`config.mk`:
```
export PLATFORM = sky130hd
export DESIGN_NAME = uart_rx_ext
export DESIGN_NICKNAME = d
export VERILOG_FILES = /design/src/rtl/uart_pkg.sv /design/src/rtl/uart_sync2.sv /design/src/rtl/uart_rx_ext.sv
export SDC_FILE = /design/constraint.sdc
export NUM_CORES = 1
export LEC_CHECK = 0
export CAP_MARGIN = 20
export CORE_ASPECT_RATIO = 0.8
export CORE_MARGIN = 2
export CORE_UTILIZATION = 25
export DETAILED_ROUTE_END_ITERATION = 7
export PLACE_DENSITY_LB_ADDON = 0.25
export SLEW_MARGIN = 5
export SYNTH_ARGS = -nofsm -noshare
export SYNTH_HDL_FRONTEND = slang
export SYNTH_HIERARCHICAL = 1
export SYNTH_SLANG_ARGS = --single-unit
```
`constraint.sdc`:
```
create_clock -name i_clk -period 3.3 [get_ports i_clk]
set_clock_uncertainty 0.05 [all_clocks]
set_input_delay 0.825 -clock i_clk [delete_from_list [all_inputs] [get_ports i_clk]]
set_output_delay 0.825 -clock i_clk [all_outputs]
set_load 0.02 [all_outputs]
```
`src/rtl/uart_pkg.sv`:
```
// Shared UART definitions: receiver state encoding and the minimum bit-period divisor.
package uart_pkg;

  localparam int unsigned MIN_DIV = 4;

  typedef enum logic [2:0] {
    IDLE   = 3'd0,
    START  = 3'd1,
    DATA   = 3'd2,
    PARITY = 3'd3,
    STOP   = 3'd4
  } rx_state_e;

endpackage

```
`src/rtl/uart_sync2.sv`:
```
// Two-flop synchronizer for a single asynchronous bit; both flops reset to 1 (line idle).
module uart_sync2 (
  input  logic i_clk,
  input  logic i_rst,
  input  logic i_d,
  output logic o_q
);

  logic meta_q;

  always_ff @(posedge i_clk) begin
    if (i_rst) begin
      meta_q <= 1'b1;
      o_q    <= 1'b1;
    end else begin
      meta_q <= i_d;
      o_q    <= meta_q;
    end
  end

endmodule

```
`src/rtl/uart_rx_ext.sv`:
```
// UART receiver with runtime divisor, ready/valid output and error pulses.
// Optional parity bit checking is enabled by defining UART_RX_PARITY_EN.
module uart_rx_ext
  import uart_pkg::*;
#(
  parameter int unsigned DATA_BITS  = 8,
  parameter int unsigned STOP_BITS  = 1,
  parameter int unsigned DIV_W      = 16,
  parameter int unsigned PARITY_ODD = 0
) (
  input  logic                 i_clk,
  input  logic                 i_rst,
  input  logic [DIV_W-1:0]     i_clk_per_bit,
  input  logic                 i_rx,
  output logic [DATA_BITS-1:0] o_data,
  output logic                 o_valid,
  input  logic                 i_ready,
  output logic                 o_frame_err,
  output logic                 o_parity_err,
  output logic                 o_overrun
);

  localparam int unsigned BIT_CNT_W = 4;

  if (DATA_BITS < 5 || DATA_BITS > 9 || (STOP_BITS != 1 && STOP_BITS != 2) || PARITY_ODD > 1)
  begin : g_cfg_check
    $error("uart_rx_ext: illegal parameter combination");
  end

  logic                 rx_s;
  rx_state_e            state_q, state_d;
  logic [DIV_W-1:0]     div_q, div_d;
  logic [DIV_W-1:0]     cnt_q, cnt_d;
  logic [BIT_CNT_W-1:0] bit_q, bit_d;
  logic                 stop_idx_q, stop_idx_d;
  logic [DATA_BITS-1:0] shift_q, shift_d;
  logic                 stop_bad_q, stop_bad_d;
  logic                 par_bad_q, par_bad_d;
  logic [DATA_BITS-1:0] data_d;
  logic                 valid_d, ferr_d, ovr_d;
  logic                 sample_c, bit_end_c, done_c, frame_bad_c, par_fail_c;

  uart_sync2 u_sync (
    .i_clk (i_clk),
    .i_rst (i_rst),
    .i_d   (i_rx),
    .o_q   (rx_s)
  );

  assign sample_c  = (cnt_q == (div_q >> 1));
  assign bit_end_c = (cnt_q == (div_q - DIV_W'(1)));

`ifdef UART_RX_PARITY_EN
  localparam logic PAR_ODD = 1'(PARITY_ODD);
  logic perr_d;
  assign par_fail_c = par_bad_q;
  assign perr_d     = done_c & par_bad_q;

  always_ff @(posedge i_clk) begin
    if (i_rst) o_parity_err <= 1'b0;
    else       o_parity_err <= perr_d;
  end
`else
  assign par_fail_c   = 1'b0;
  assign o_parity_err = 1'b0;
`endif

  // Frame sequencing; stop bit finishes at its sample so a following start edge is not missed.
  always_comb begin
    state_d     = state_q;
    div_d       = div_q;
    cnt_d       = cnt_q + DIV_W'(1);
    bit_d       = bit_q;
    stop_idx_d  = stop_idx_q;
    shift_d     = shift_q;
    stop_bad_d  = stop_bad_q;
    par_bad_d   = par_bad_q;
    done_c      = 1'b0;
    frame_bad_c = stop_bad_q;
    unique case (state_q)
      IDLE: begin
        cnt_d = '0;
        if (!rx_s) begin
          div_d      = (i_clk_per_bit < DIV_W'(MIN_DIV)) ? DIV_W'(MIN_DIV) : i_clk_per_bit;
          bit_d      = '0;
          stop_idx_d = 1'b0;
          stop_bad_d = 1'b0;
          par_bad_d  = 1'b0;
          state_d    = START;
        end
      end
      START: begin
        if (sample_c && rx_s) begin
          cnt_d   = '0;
          state_d = IDLE;
        end else if (bit_end_c) begin
          cnt_d   = '0;
          state_d = DATA;
        end
      end
      DATA: begin
        if (sample_c) begin
          shift_d = {rx_s, shift_q[DATA_BITS-1:1]};
          bit_d   = bit_q + BIT_CNT_W'(1);
        end
        if (bit_end_c) begin
          cnt_d = '0;
          if (bit_q == BIT_CNT_W'(DATA_BITS)) begin
`ifdef UART_RX_PARITY_EN
            state_d = PARITY;
`else
            state_d = STOP;
`endif
          end
        end
      end
`ifdef UART_RX_PARITY_EN
      PARITY: begin
        if (sample_c) par_bad_d = ((^shift_q) ^ rx_s) != PAR_ODD;
        if (bit_end_c) begin
          cnt_d   = '0;
          state_d = STOP;
        end
      end
`endif
      STOP: begin
        if (sample_c) begin
          if (!rx_s) stop_bad_d = 1'b1;
          if (stop_idx_q == 1'(STOP_BITS - 1)) begin
            done_c      = 1'b1;
            frame_bad_c = stop_bad_q | ~rx_s;
            cnt_d       = '0;
            state_d     = IDLE;
          end
        end else if (bit_end_c) begin
          cnt_d      = '0;
          stop_idx_d = 1'b1;
        end
      end
      default: begin
        cnt_d   = '0;
        state_d = IDLE;
      end
    endcase
  end

  // Output holding register: handshake clears, a good frame loads or overruns.
  always_comb begin
    data_d  = o_data;
    valid_d = o_valid;
    ferr_d  = 1'b0;
    ovr_d   = 1'b0;
    if (o_valid && i_ready) valid_d = 1'b0;
    if (done_c) begin
      ferr_d = frame_bad_c;
      if (!frame_bad_c && !par_fail_c) begin
        if (o_valid && !i_ready) begin
          ovr_d = 1'b1;
        end else begin
          data_d  = shift_q;
          valid_d = 1'b1;
        end
      end
    end
  end

  always_ff @(posedge i_clk) begin
    if (i_rst) begin
      state_q     <= IDLE;
      div_q       <= '0;
      cnt_q       <= '0;
      bit_q       <= '0;
      stop_idx_q  <= 1'b0;
      shift_q     <= '0;
      stop_bad_q  <= 1'b0;
      par_bad_q   <= 1'b0;
      o_data      <= '0;
      o_valid     <= 1'b0;
      o_frame_err <= 1'b0;
      o_overrun   <= 1'b0;
    end else begin
      state_q     <= state_d;
      div_q       <= div_d;
      cnt_q       <= cnt_d;
      bit_q       <= bit_d;
      stop_idx_q  <= stop_idx_d;
      shift_q     <= shift_d;
      stop_bad_q  <= stop_bad_d;
      par_bad_q   <= par_bad_d;
      o_data      <= data_d;
      o_valid     <= valid_d;
      o_frame_err <= ferr_d;
      o_overrun   <= ovr_d;
    end
  end

endmodule

```
==> results of run 1 <==
==> registers in the layout (all words and copies together) (netlist names) <==
name / count
bit_q: 4
cnt_q: 16
div_q: 16
o_data: 8
o_frame_err: 1
o_overrun: 1
o_valid: 1
shift_q: 8
state_q: 3
stop_bad_q: 1
stop_idx_q: 1
u_sync/meta_q: 1
u_sync/o_q: 1
==> critical path, delay by kind of cell (launching register included) <==
family                     cells  cell delay [ps]
AOI/OAI and AO/OA              1              190
adders and majority gates      1              320
buffers and inverters          1              100
DFF                            1              340
and+or+nand+nor                6             1830
==> power groups by stage <==
stage,clock network (mW),registers (mW),logic (mW)
2_1_floorplan,0,0.779,0.150
3_3_place_gp,0,0.790,0.202
3_5_place_dp,0,0.791,0.204
4_1_cts,1.13,0.775,0.205
5_1_grt,1.16,0.776,0.226
6_report,1.10,0.775,0.205
==> cell type report <==
cell class / instances / area [µm²] / area share (%)
clock inverters: 5 / 106 / 2.50
well taps: 180 / 225 / 5.29
repair buffers: 42 / 403 / 9.46
inverters: 8 / 30.0 / 0.705
flip-flops and latches: 62 / 1240 / 29.1
clock buffers: 11 / 243 / 5.70
multi-input cells: 294 / 2010 / 47.2
==> metal layers <==
| layer | global-route usage, % | vias up |
|---|---|---|
| met5 | 0 | - |
| met1 | 17.1 | 1376 |
| met4 | 4.17 | 0 |
| met3 | 2.93 | 8 |
| met2 | 18.6 | 56 |
| li1 | - | 1447 |
==> final timing paths <==
kind / start / end / slack, ps / depth (start not counted)
max: div_q[0] / state_q[1] / 360 / 9
min: u_sync/meta_q / u_sync/o_q / 360 / 1
max reg2reg: div_q[0] / state_q[1] / 360 / 9
min reg2reg: u_sync/meta_q / u_sync/o_q / 360 / 1
==> placed cells by master (no fill, tap or decap), types with 6 or more instances in the layout <==
master	synthesis	routed
dfxtp_1	62	62
nor2_1	40	40
xor2_1	33	33
nand2_1	31	31
clkdlybuf4s50_1	0	30
nor3_1	17	16
mux2i_1	16	16
a211oi_1	15	15
xnor2_1	14	14
nor4_1	12	12
a21oi_1	12	12
nand4_1	11	11
buf_4	3	11
a22o_1	10	10
clkbuf_16	0	9
inv_1	8	8
nand3_1	8	8
o21ai_0	7	7
and3_1	6	6
==> kinds of logic (layout without fill, tap and decap cells) <==
kind of cell | after synthesis | count (layout) | synth area share, %
buffers and inverters | 40 | 66 | 5.43
adders and majority gates | 4 | 4 | 1.46
AOI/OAI and AO/OA | 68 | 68 | 14.3
xor gates and xnor gates | 48 | 48 | 12.6
and+or+nand+nor | 156 | 156 | 24.9
DFF | 62 | 62 | 36.2
muxes | 17 | 17 | 4.99
other | 1 | 1 | 0.109
==> summary.txt, run 1 <==
Routing
  • 1st-pass router iterations: 4
  • Avg WL per Cell: approximately 14 µm
  • Metal-1 WL: around 4400 µm
  • Residual DRC count: 0
  • Met3 routed WL: ~340 µm
  • Routed vias: between 2000 and 3000
  • Initial DRC Count: about 170
  • Final ANT Viol Nets: 0
  • Routed vias/inst: ~4.8
  • Met2 WL: 3670 µm
  • Post-Route WL: between 8000 and 9000 µm
  • Top metal layer carrying routed signals: met4

Critical path
  • Critical-path top delay cell: or4_4
  • Maximum fanout along the worst path: 8
  • Critical Path AT: 3110 ps
  • Worst Path Required: roughly 3500 ps
  • WS Path Type: reg -> reg
  • CP startpoint kind: flip-flop
  • Largest stage delay, worst path: 500 ps
  • Most frequent CP cell: or4_4
  • CP Capture Type: flip-flop
  • Cell breakdown of the critical path: inv_1 -> ha_1 -> nor4b_4 -> nor2_1 -> or4_4 -> nor4_4 -> nor2_2 -> or4_4 -> a21o_1

Power and ir drop
  • Switching share of power: a little under a quarter
  • Switching power total: about 470 µW
  • Combinational power share: under 10%
  • Total power: between 2 and 2.5 mW
  • Int Pwr: 1.61 mW
  • Maximum vdd drop: about 0.00021 V
  • Cell leakage power: between 1.5 and 2 nW
  • Seq pwr share: a little under two fifths
  • Pwr dens: 488 nW/µm²
  • Clk network pwr share: 52.9%

Yosys
  • Register area share after synthesis: a little over a third
  • Ranking of synthesized cells by area: dfxtp_1, xor2_1, mux2i_1
  • FF+latch count, synth: a little over 60
  • Synthesized netlist cell count: 396
  • Top post-synthesis cells by count: dfxtp_1, nor2_1, xor2_1, nand2_1, clkbuf_1
  • Number of synthesized flops with an enable pin: 0
  • Top cell type's share of synthesized area: a little over a third
  • Top FF cell, synth: dfxtp_1
  • Synthesized area per cell: between 8 and 9 µm²
  • Synth unique cells: roughly 60
  • Synth Net Count: 420
  • Mapped Area: about 3400 µm²
  • Most instantiated library cell after synthesis: dfxtp_1
  • Cell taking the most area after synthesis: dfxtp_1
  • FFs w/ async S/R, synth: 0%
  • Synthesis warning total: 6

Clock tree
  • Clock Latency Late Sink: roughly 330 ps
  • CTS Hold Bufs: 0
  • Post CTS Setup Buffer Count: 0
  • Resize count post-CTS: 0
  • CTS buffer count: 9
  • CTS tree: built
  • Clock buffer depth: 2
  • H-tree levels: 3
  • Clk sinks: between 60 and 70
  • Clock root buffer: clkbuf_16
  • Clk slew on worst S/H paths: around 50 ps

Finish
  • Fin area: 4260 µm²
  • Final net count: approximately 440
  • Final Util: between 30% and 40%
  • Area grow syn2layout: 24.1%
  • Share of post-route cells with drive strength above 1: between 10% and 20%
  • Post-route insts no fill: 602
  • Diode count: 0
  • Filler cells: between 1000 and 1500

Timing
  • Slew of the pin with the lowest slew margin: approximately 680 ps
  • Post-route setup slack: ~360 ps
  • RSZ-0062 raised after global routing: no
  • WHS: approximately 360 ps
  • Slew Viols, Final: 0
  • Relative slew slack: a little over half
  • Setup TNS: 0 ps
  • Min Tclk post-route: 2940 ps
  • Endpoints failing setup: 0
  • Fin crit share: just under 90%
  • FMAX: between 300 and 400 MHz
  • Endpoints failing hold: 0

Global routing
  • Gr usage total: ~12%
  • Total grt overflow: 0
  • First-pass GRT wire length: between 10000 and 15000 µm
  • Number of global-route vias before repair: 2775
  • Initial antenna violation count: 0
  • Pin count of the biggest net entering global routing: 29

Floorplanning
  • Initial core utilization: between 20% and 30%
  • Core area: between 10000 and 15000 µm²
  • Count of standard-cell rows: 38
  • I/O pin count: 32
  • DIE AREA: about 15000 µm²
  • Die W: between 100 and 150 µm
  • Die height: around 110 µm

Placement
  • Post-DP Area: between 3000 and 4000 µm²
  • GP Congestion: between 0.8 and 0.9
  • Dpl ws: 383 ps
  • Hpwl dp: around 6300 µm
  • Buffers on Ports: 30
  • Cells after DPL: 586

Min path
  • Hold Path Class: reg -> reg

Status
  • Outcome: finished, final reports clean

Flow run
  • Max_cap viols: 0
Power figures use the tool's default switching activity.
==> run 2: changes to the inputs <==
--- a/config.mk
+++ b/config.mk
@@ -6,6 +6,8 @@
 export NUM_CORES = 1
 export LEC_CHECK = 0
 export CAP_MARGIN = 20
+export CELL_PAD_IN_SITES_DETAIL_PLACEMENT = 1
+export CELL_PAD_IN_SITES_GLOBAL_PLACEMENT = 2
 export CORE_ASPECT_RATIO = 0.8
 export CORE_MARGIN = 2
 export CORE_UTILIZATION = 25
==> run 2 against run 1 <==
First-iteration DRC count shrank 9.8%. Register-to-register slack about the same. Critical path depth is the same. Global-route usage increased by 2.2 points. Die area unchanged. Largest cell class unchanged. Highest routed layer unchanged. Sequential share of layout area increased by 0.24 points. Combinational power is 5% higher. Core utilization is 0.26 points lower. Final area is 0.82% lower. Via count fell by 0.76%. Hold slack gained 0.60 ps.
==> summary.txt, run 2 (synthesis gave the netlist of run 1 again) <==
Placement
  • Hpwl dp: 7540 µm (+19%)
  • GP Congestion: 0.853 (-1.0%)
  • Buffers on Ports: 30 (unchanged)
  • Cells after DPL: 588 (+0.34%)

Clock tree
  • Clk slew on worst S/H paths: 60 ps (about the same)
  • Post CTS Setup Buffer Count: 0 (unchanged)
  • Clock buffer depth: 2 (unchanged)
  • Clk sinks: 62 (unchanged)
  • Clock Latency Late Sink: 340 ps (about the same)
  • CTS Hold Bufs: 0 (unchanged)
  • CTS tree: built
  • H-tree levels: 3 (unchanged)
  • CTS buffer count: 9 (unchanged)
  • Resize count post-CTS: 0 (unchanged)
  • Clock root buffer: clkbuf_16

Critical path
  • Top delay family on crit path: simple AND/OR/NAND/NOR gates
  • Cell breakdown of the critical path: inv_1 -> ha_1 -> nor4b_4 -> nand4b_1 -> mux2_1 -> a21boi_1 -> nor2_2 -> or4_4 -> a21o_1
  • Critical-path top delay cell: or4_4
  • Critical Path AT: 3130 ps (+20 ps)
  • Worst path bufs/invs: 1 (unchanged)
  • Largest stage delay, worst path: 490 ps (about the same)
  • Worst Path Required: 3480 ps (about the same)
  • Maximum fanout along the worst path: 8 (unchanged)
  • CP startpoint kind: flip-flop
  • CP Capture Type: flip-flop
  • WS Path Type: reg -> reg

Timing
  • FMAX: 339 MHz (-0.34%)
  • Fin crit share: 89.3% (+0.30 points)
  • Min Tclk post-route: 2950 ps (+9.98 ps)
  • Setup TNS: 0 ps (unchanged)
  • RSZ-0062 raised after global routing: no
  • Endpoints failing hold: 0 (unchanged)
  • Slew Viols, Final: 0 (unchanged)
  • Slew of the pin with the lowest slew margin: 817 ps (+135 ps)
  • Relative slew slack: 45.3% (-8.8 points)
  • Endpoints failing setup: 0 (unchanged)

Floorplanning
  • Initial core utilization: 25.4% (unchanged)
  • DIE AREA: 14700 µm² (unchanged)
  • Core area: 13500 µm² (unchanged)
  • Die height: 109 µm (unchanged)
  • Die W: 135 µm (unchanged)
  • I/O pin count: 32 (unchanged)
  • Count of standard-cell rows: 38 (unchanged)

Power and ir drop
  • Cell leakage power: 1.64 nW (-0.97%)
  • Int Pwr: 1.45 mW (-10%)
  • Maximum vdd drop: 0.000249 V (+17%)
  • Seq pwr share: 39.3% (+2.0 points)
  • Pwr dens: 467 nW/µm² (-4.3%)
  • Clk network pwr share: 49.8% (-3.1 points)
  • Combinational power share: 10.9% (+1.0 points)
  • Switching share of power: 26.8% (+4.2 points)
  • Switching power total: 529 µW (+12%)

Global routing
  • Initial antenna violation count: 0 (unchanged)
  • Number of global-route vias before repair: 2923 (+5.3%)
  • First-pass GRT wire length: 16200 µm (+14%)
  • Pin count of the biggest net entering global routing: 26 (-10%)
  • Total grt overflow: 0 (unchanged)
  • Gr usage total: 14.5% (+2.2 points)

Routing
  • Routed vias/inst: 4.74 (-1.1%)
  • Post-Route WL: 9960 µm (+17%)
  • Final ANT Viol Nets: 0 (unchanged)
  • 1st-pass router iterations: 4 (unchanged)
  • Residual DRC count: 0 (unchanged)
  • Routed vias: 2865 (-0.76%)
  • Initial DRC Count: 157 (-9.8%)
  • Avg WL per Cell: 16.5 µm (+16%)

Finish
  • Most frequent cells in the layout: dfxtp_1, nor2_1, xor2_1
  • Area grow syn2layout: 23.0%
  • Regs by FF count: cnt_q x16, div_q x16
  • Commonest non-fill, non-tap cell in the layout: dfxtp_1
  • Final net count: 443 (+0.45%)
  • Diode count: 0 (unchanged)
  • Post-route insts no fill: 604 (+0.33%)
  • Share of post-route cells with drive strength above 1: 11.6% (+0.89 points)

Status
  • Outcome: finished, final reports clean

Min path
  • Hold Path Class: reg -> reg

Flow run
  • Max_cap viols: 0 (unchanged)
run 2: path summary, 6_finish.rpt:
check / start / to / slack (ps) / cells after the start
worst max-delay path: div_q[0] / state_q[1] / 350 / 9
worst min-delay path: u_sync/meta_q / u_sync/o_q / 360 / 1
worst max register to register: div_q[0] / state_q[1] / 350 / 9
worst min register to register: u_sync/meta_q / u_sync/o_q / 360 / 1
run 2: layout make-up:
class	count	area [µm²]
well taps	180	225
clock inverters	7	80.1
inverters	8	30.0
fillers	1600	9280
clock buffers	9	225
flip-flops and latches	62	1240
multi-input cells	294	2020
repair buffers	44	405
run 2: routing by layer:
metal,vias to the layer above,share of wire [%],global-route usage [%]
met5,-,0,0
met3,11,2.4,3.25
met2,31,41,20.9
met1,1371,55,21.1
met4,0,1.6,5.13
li1,1452,-,-
run 2: through the flow:
stage | power, mW | setup slack (ps) | hold slack, ps | cell area, µm² | util, %
4_1_cts | 2.00 | 350 | 362 | 4220 | 31.3
2_1_floorplan | 0.929 | 670 | 335 | 3430 | -
3_3_place_gp | 1.01 | 411 | 347 | 3920 | 29.0
5_1_grt | 2.06 | 126 | 364 | 4220 | 31.3
6_report | 1.97 | 353 | 357 | 4220 | 31.3
3_5_place_dp | 1.01 | 354 | 348 | 3920 | 29.0
run 2: power groups by stage:
stage	Sequential, mW	Clock [mW]	Combinational, mW
floorplan	0.779	0	0.150
global placement	0.792	0	0.214
detailed placement	0.792	0	0.215
CTS	0.776	1.01	0.216
global route	0.777	1.04	0.237
finish	0.776	0.983	0.215
==> run 3: changes to the inputs <==
--- a/config.mk
+++ b/config.mk
@@ -5,7 +5,6 @@
 export SDC_FILE = /design/constraint.sdc
 export NUM_CORES = 1
 export LEC_CHECK = 0
-export CAP_MARGIN = 20
 export CELL_PAD_IN_SITES_DETAIL_PLACEMENT = 1
 export CELL_PAD_IN_SITES_GLOBAL_PLACEMENT = 2
 export CORE_ASPECT_RATIO = 0.8
==> results of run 3 <==
Same layout as run 2: the final DEF is identical, and so are final timing and power.
